### src/rtl/mem_port_arbiter.sv
// mem_port_arbiter: shares one synchronous RAM port between instruction fetch and data access.
module mem_port_arbiter #(
  parameter int ADDR_W = 14,
  parameter int STARVE_LIMIT = 3
) (
  input  logic              clk,
  input  logic              rst,
  input  logic              if_req,
  input  logic [ADDR_W-1:0] if_addr,
  output logic              if_gnt,
  output logic              if_rvalid,
  output logic [31:0]       if_rdata,
  input  logic              d_req,
  input  logic [3:0]        d_we,
  input  logic [ADDR_W-1:0] d_addr,
  input  logic [31:0]       d_wdata,
  output logic              d_gnt,
  output logic              d_rvalid,
  output logic [31:0]       d_rdata,
  output logic              mem_en,
  output logic [3:0]        mem_we,
  output logic [ADDR_W-1:0] mem_addr,
  output logic [31:0]       mem_din,
  input  logic [31:0]       mem_dout,
  output logic              stall
);
  localparam int CW = $clog2(STARVE_LIMIT + 2);
  typedef enum logic [1:0] {IDLE, RSP_IF, RSP_D} state_t;
  state_t state, state_nx;
  logic [CW-1:0] starve_cnt;
  logic fetch_pri;
  // Data normally wins; a fetch starved for STARVE_LIMIT cycles overrides it.
  always_comb begin
    fetch_pri = starve_cnt == CW'(STARVE_LIMIT);
    if_gnt = !rst && if_req && (!d_req || fetch_pri);
    d_gnt = !rst && d_req && !if_gnt;
    stall = !rst && ((if_req && !if_gnt) || (d_req && !d_gnt));
    mem_en = if_gnt || d_gnt;
    mem_we = d_gnt ? d_we : 4'b0;
    mem_addr = if_gnt ? if_addr : d_gnt ? d_addr : '0;
    mem_din = d_gnt ? d_wdata : 32'b0;
    state_nx = if_gnt ? RSP_IF : (d_gnt && d_we == 4'b0) ? RSP_D : IDLE;
    if_rvalid = !rst && state == RSP_IF;
    d_rvalid = !rst && state == RSP_D;
    if_rdata = if_rvalid ? mem_dout : 32'b0;
    d_rdata = d_rvalid ? mem_dout : 32'b0;
  end
  always_ff @(posedge clk) begin
    if (rst) begin
      state <= IDLE;
      starve_cnt <= '0;
    end else begin
      state <= state_nx;
      starve_cnt <= (if_req && !if_gnt) ? (fetch_pri ? starve_cnt : starve_cnt + CW'(1)) : '0;
    end
  end
endmodule

### config.mk
export PLATFORM = sky130hd
export DESIGN_NAME = mem_port_arbiter
export DESIGN_NICKNAME = d
export VERILOG_FILES = /design/src/rtl/mem_port_arbiter.sv
export SDC_FILE = /design/constraint.sdc
export NUM_CORES = 1
export LEC_CHECK = 0
export ABC_AREA = 0
export CORE_AREA = 5 5 81 83
export CTS_CLUSTER_DIAMETER = 150
export DETAILED_ROUTE_END_ITERATION = 8
export DIE_AREA = 0 0 86 88
export GPL_ROUTABILITY_DRIVEN = 0
export PLACE_DENSITY = 0.77
export SYNTH_ARGS = -nofsm -noshare
export SYNTH_HDL_FRONTEND = slang
export SYNTH_SLANG_ARGS = --single-unit
### constraint.sdc
create_clock -name clk -period 3.8 [get_ports clk]
set_clock_uncertainty 0.15 [all_clocks]
set_input_delay 0.76 -clock clk [delete_from_list [all_inputs] [get_ports clk]]
set_output_delay 0.76 -clock clk [all_outputs]
set_load 0.01 [all_outputs]
# Word-level counts from Yosys, hierarchy flattened
# Cells that the tools add are included.
[op_classes]
n_bitwise = 1
n_reduce_logical = 20
add_sub_neg = 1
n_eq_ne = 3
n_mux = 8
[op_table]
columns = ["cell", "n"]
rows = [
  ["$mux W32", 3],
  ["$mux W14", 2],
  ["$logic_and A1 B1 Y1", 10],
  ["$logic_not A1 Y1", 4],
  ["$logic_not A4 Y1", 1],
  ["$mux W4", 1],
  ["$reduce_or A2 Y1", 2],
  ["$add A3 B1 Y3 const B", 1],
  ["$eq A3 B2 Y1 const B", 1],
  ["$logic_or A1 B1 Y1", 3],
  ["$eq A2 B1 Y1 const B", 1],
  ["$eq A2 B2 Y1 const B", 1],
  ["$mux W2", 1],
  ["$mux W1", 1],
  ["$not A1 Y1", 1],
]
[word_totals]
ff_bits = 5
input_bits = 100
out_inout_bits = 120

# Logic depth before layout (Yosys ltp)
[logic_depth]
ltp_word = 9
depth_mapped = 5
mapped_depth_nobuf = 4

# Worst setup path after synthesis
# Ideal clock, no wire load.
[synth_path]
path_type = "input port to output port"
start = "input port d_req"
end = "output port mem_addr[10]"
arrival_ns = 1.543
path_stages = 4
n_path_buf = 1
path_slack_ns = 1.347
cell_sequence = "inv_1 -> o211a_2 -> buf_2 -> a22o_1"
[synth_via]
elab_chain_cells = 7
word_cells_on_any_way = 8
classes_between = "2 x mux; 6 x reduce/logical"
[synth_lines]
columns = ["item", "line_no", "rtl"]
rows = [
  ["start, declared", "13", "input logic d_req,"],
  ["$logic_not A1 Y1 (*)", "35", "if_gnt = !rst && if_req && (!d_req || fetch_pri);"],
  ["$logic_or A1 B1 Y1 (*)", "35", ""],
  ["$logic_and A1 B1 Y1 (*)", "35", ""],
  ["via if_gnt", "10", "output logic if_gnt,"],
  ["$logic_not A1 Y1", "36", "d_gnt = !rst && d_req && !if_gnt;"],
  ["$logic_and A1 B1 Y1", "36", ""],
  ["$mux W14", "40", "mem_addr = if_gnt ? if_addr : d_gnt ? d_addr : '0;"],
  ["$mux W14 (*)", "40", ""],
  ["end, declared", "22", "output logic [ADDR_W-1:0] mem_addr,"],
]
# Mark *: on every way through the listed nets, which the timed path passes. The rest lies on a longest branch.

# Final worst setup path
[layout_path]
start = "input port rst"
end = "output port mem_din[9]"
[layout_via]
elab_chain_cells = 6
word_cells_on_any_way = 7
classes_between = "1 x mux; 6 x reduce/logical"
[layout_lines]
columns = ["item", "line_no", "rtl"]
rows = [
  ["start, declared", "7", "input logic rst,"],
  ["$logic_not A1 Y1 (*)", "35, 36", ""],
  ["$logic_and A1 B1 Y1 (2 in series)", "35", ""],
  ["$logic_not A1 Y1", "36", ""],
  ["$logic_and A1 B1 Y1 (*)", "36", ""],
  ["$mux W32 (*)", "41", "mem_din = d_gnt ? d_wdata : 32'b0;"],
  ["end, declared", "23", "output logic [31:0] mem_din,"],
]
# Every way passes the cells marked *; elsewhere a longest branch is shown, timed or not.

==> parameters.txt <==
Parameter                              Value

Clock tree
  Deepest level of the CTS H-tree ... 1
  Worst-path clk slew ... 0.04 ns
  Skew-Pair Late Insertion Delay ... roughly 0.22 ns
  Clock tree from TritonCTS ... built
  Maximum number of buffers from clock root to sink ... 2
  Number of buffers added to fix hold violations after cts ... 0
  Clock tree sinks ... 5
  Total setup buffers inserted after CTS ... 0
  Clock Tree Root ... sky130_fd_sc_hd__clkbuf_8
  Number of gates resized after cts ... 0
  Number of buffers added by the clock tree synthesis step ... 3

Critical path
  Number of buffers and inverters on the critical path ... 3
  Start point of the critical path ... rst
  Critical path, cell by cell ... clkdlybuf4s50_1 -> a211oi_4 -> buf_12 -> and2_1 -> clkdlybuf4s50_1
  Data required time of the worst path ... slightly below 3 ns
  Maximum fanout along the worst path ... 52
  Cell class contributing the biggest share of worst-path delay ... buffers and inverters
  CP most frequent cell ... sky130_fd_sc_hd__clkdlybuf4s50_1
  Worst setup path class ... in -> out
  Delay of the slowest cell on the worst path ... 0.60 ns
  Origin of the critical flop-to-flop path ... starve_cnt[0]
  Cell at the slowest stage of the critical path ... sky130_fd_sc_hd__clkdlybuf4s50_1
  Critical path startpoint category ... input port
  Endpoint kind of the worst setup timing path ... primary output
  Critical path data arrival time ... 2.61 ns

Logic synthesis
  Post-synth net total ... approximately 250
  Synth top cells by count ... 101 x sky130_fd_sc_hd__and2_1, 14 x sky130_fd_sc_hd__a22o_1, 9 x sky130_fd_sc_hd__clkbuf_1, 5 x sky130_fd_sc_hd__dfxtp_1, 5 x sky130_fd_sc_hd__nor2_1
  Cell variety after synth ... 16
  Dominant cells by area after synthesis ... sky130_fd_sc_hd__and2_1 60%, sky130_fd_sc_hd__a22o_1 12%, sky130_fd_sc_hd__dfxtp_1 9.5%
  Top_reg_cell synth ... sky130_fd_sc_hd__dfxtp_1
  Count leader, synth ... sky130_fd_sc_hd__and2_1
  Share of the synthesized area in the top cell type ... between 60 and 70%
  Cell taking the most area after synthesis ... sky130_fd_sc_hd__and2_1
  Mapped Area ... 0.00105 mm²
  Number of enable flip-flop cells after synthesis ... 0
  Synth warn ... 0
  Synthesis-stage register bit count ... 5
  Average instance area after synthesis ... 6.91 µm²
  Sequential element share of the synthesized area ... 9.52%
  Cell count after synthesis ... 152
  Async SR Flop Fraction ... 0%

STA
  Count of final setup violators ... 0
  Clock period minus final worst setup slack ... 3.52 ns
  Fin. max-slew vios ... 0
  Pin slew with the least headroom to its limit ... 0.337 ns
  Number of hold violations in the final report ... 0
  Highest clock frequency the design can meet ... 284 MHz
  Worst slew margin relative to its limit ... 77.5%
  Unrepaired setup endpoints after global routing ... no
  Minimum hold slack ... 0.261 ns
  Total Neg Setup Slack ... 0 ns
  Portion of the clock cycle consumed by the worst path in the final layout ... 92.6%

Place
  Number of port buffers ... 219
  HPWL Detailed ... between 5 and 6 mm

Floorplan
  Vertical die dimension ... 88 µm
  Number of cell rows ... 28
  Area of the core region ... 0.00578 mm²
  Die outline width ... 86 µm
  Initial core utilization ... 18.2%
  Die footprint ... 0.00757 mm²
  I/O pin cnt ... 220

Pwr
  Power spent charging and discharging nets ... 99.3 µW
  Internal power summed over all cells ... 291 µW
  Peak supply drop ... 0.0000899 V
  Leakage ... approximately 0.0013 µW
  Sequential share of power ... 14.0%
  Logic gate share of total power ... 60.8%
  Pwr Density ... 116 mW/mm²
  Switching share of total power ... between 20% and 30%
  Part of the total power dissipated in the clock network ... 25.3%

Routing
  Vias post-DR ... 1838
  Mean routed wirelength per cell ... 14.9 µm
  Via-to-Cell Ratio ... 4.17
  DRC violation total after the first TritonRoute iteration ... 27
  Pre-antenna DRT Iters ... 4
  Wire length after detailed routing ... 6.57 mm
  Post-route DRC violation count ... 0
  Final antenna-violating net count ... 0

GRT
  Maximum number of pins on one net before global-route repair ... 53
  Global-route wire length before repair ... 9.22 mm
  Number of global-route vias before repair ... 1837
  Total congestion overflow ... 0
  Number of antenna violations at the first check in global routing ... 0
  Overall global routing resource usage ... 15.8%

Final layout
  Fillers ... 519
  Combined area of the multi-input logic cells ... ~880 µm²
  Layout net count ... 469
  Number of antenna repair diodes ... 0
  Fraction of final layout cells with drive strength greater than 1 ... roughly 3.3%
  Area growth from synthesis to layout ... 222%
  Area of all sequential standard cells ... 100 µm²

Job
  Number of maximum-capacitance violations ... 0

Hold path
  Startpoint of the most critical hold path ... starve_cnt[0]
  Min-delay worst type ... reg -> reg

Outcome
  Run status ... finished, final reports clean
## through the flow
step	power [µW]	util, %	cells	area [µm²]	setup slack, ns
2_1_floorplan	113	-	152	1050	1.35
3_3_place_gp	292	57.7	437	3340	0.268
3_5_place_dp	295	57.7	437	3340	0.268
4_1_cts	397	58.5	441	3380	0.265
5_1_grt	413	58.5	441	3380	0.222
6_report	391	58.5	441	3380	0.281
## cell usage in the layout (no fill, tap or decap), drive strengths merged
master         netlist  final
a211oi               1      1
a22o                14     14
and2               101    101
buf                  3      3
clkbuf               9      4
clkdlybuf4s50        0    219
dfxtp                5      5
ha                   2      2
inv                  5      5
nand3b               1      1
nor2                 5      5
nor3b                2      2
nor4                 1      1
o211a                2      2
or2                  1      1
## metal layers
layer  global-route usage, %  routed length (µm)
met5                       0                   0
met4                    6.47                 210
met3                    8.47                1010
met2                    31.1                3420
met1                    12.9                1930
## cells by family after synthesis
group,after synthesis,synth area share (%)
compound gates,17,15.5
fa+ha+maj,2,2.38
buf+inv,17,6.43
flops,5,9.52
simple gates,111,66.2
## state kept, by name, indices dropped and copies added (netlist names)
signal and count:
starve_cnt 3, state 2
## cell type report
class / count / share of cell area (%)
clock buffers: 4 / 1.33
inverters: 5 / 0.555
multi-input cells: 130 / 26.1
flip-flops and latches: 5 / 2.96
well taps: 75 / 2.78
repair buffers: 222 / 66.2
## power groups by stage
stage                     registers, µW  logic [µW]  clock network, µW
after CTS                          54.5         240                102
after floorplan                    55.1        57.6                  0
final                              54.5         237               98.8
after global routing               54.6         252                106
after detailed placement           55.3         240                  0
after global placement             55.2         237                  0
## final timing paths
check,to,slack (ns),cells after the start
worst min-delay path,starve_cnt[0],0.26,1
worst max-delay path,mem_din[9],0.28,5
worst max register to register,state[1],2.22,5
worst min register to register,starve_cnt[0],0.26,1
(Power assumes the default switching activity.)
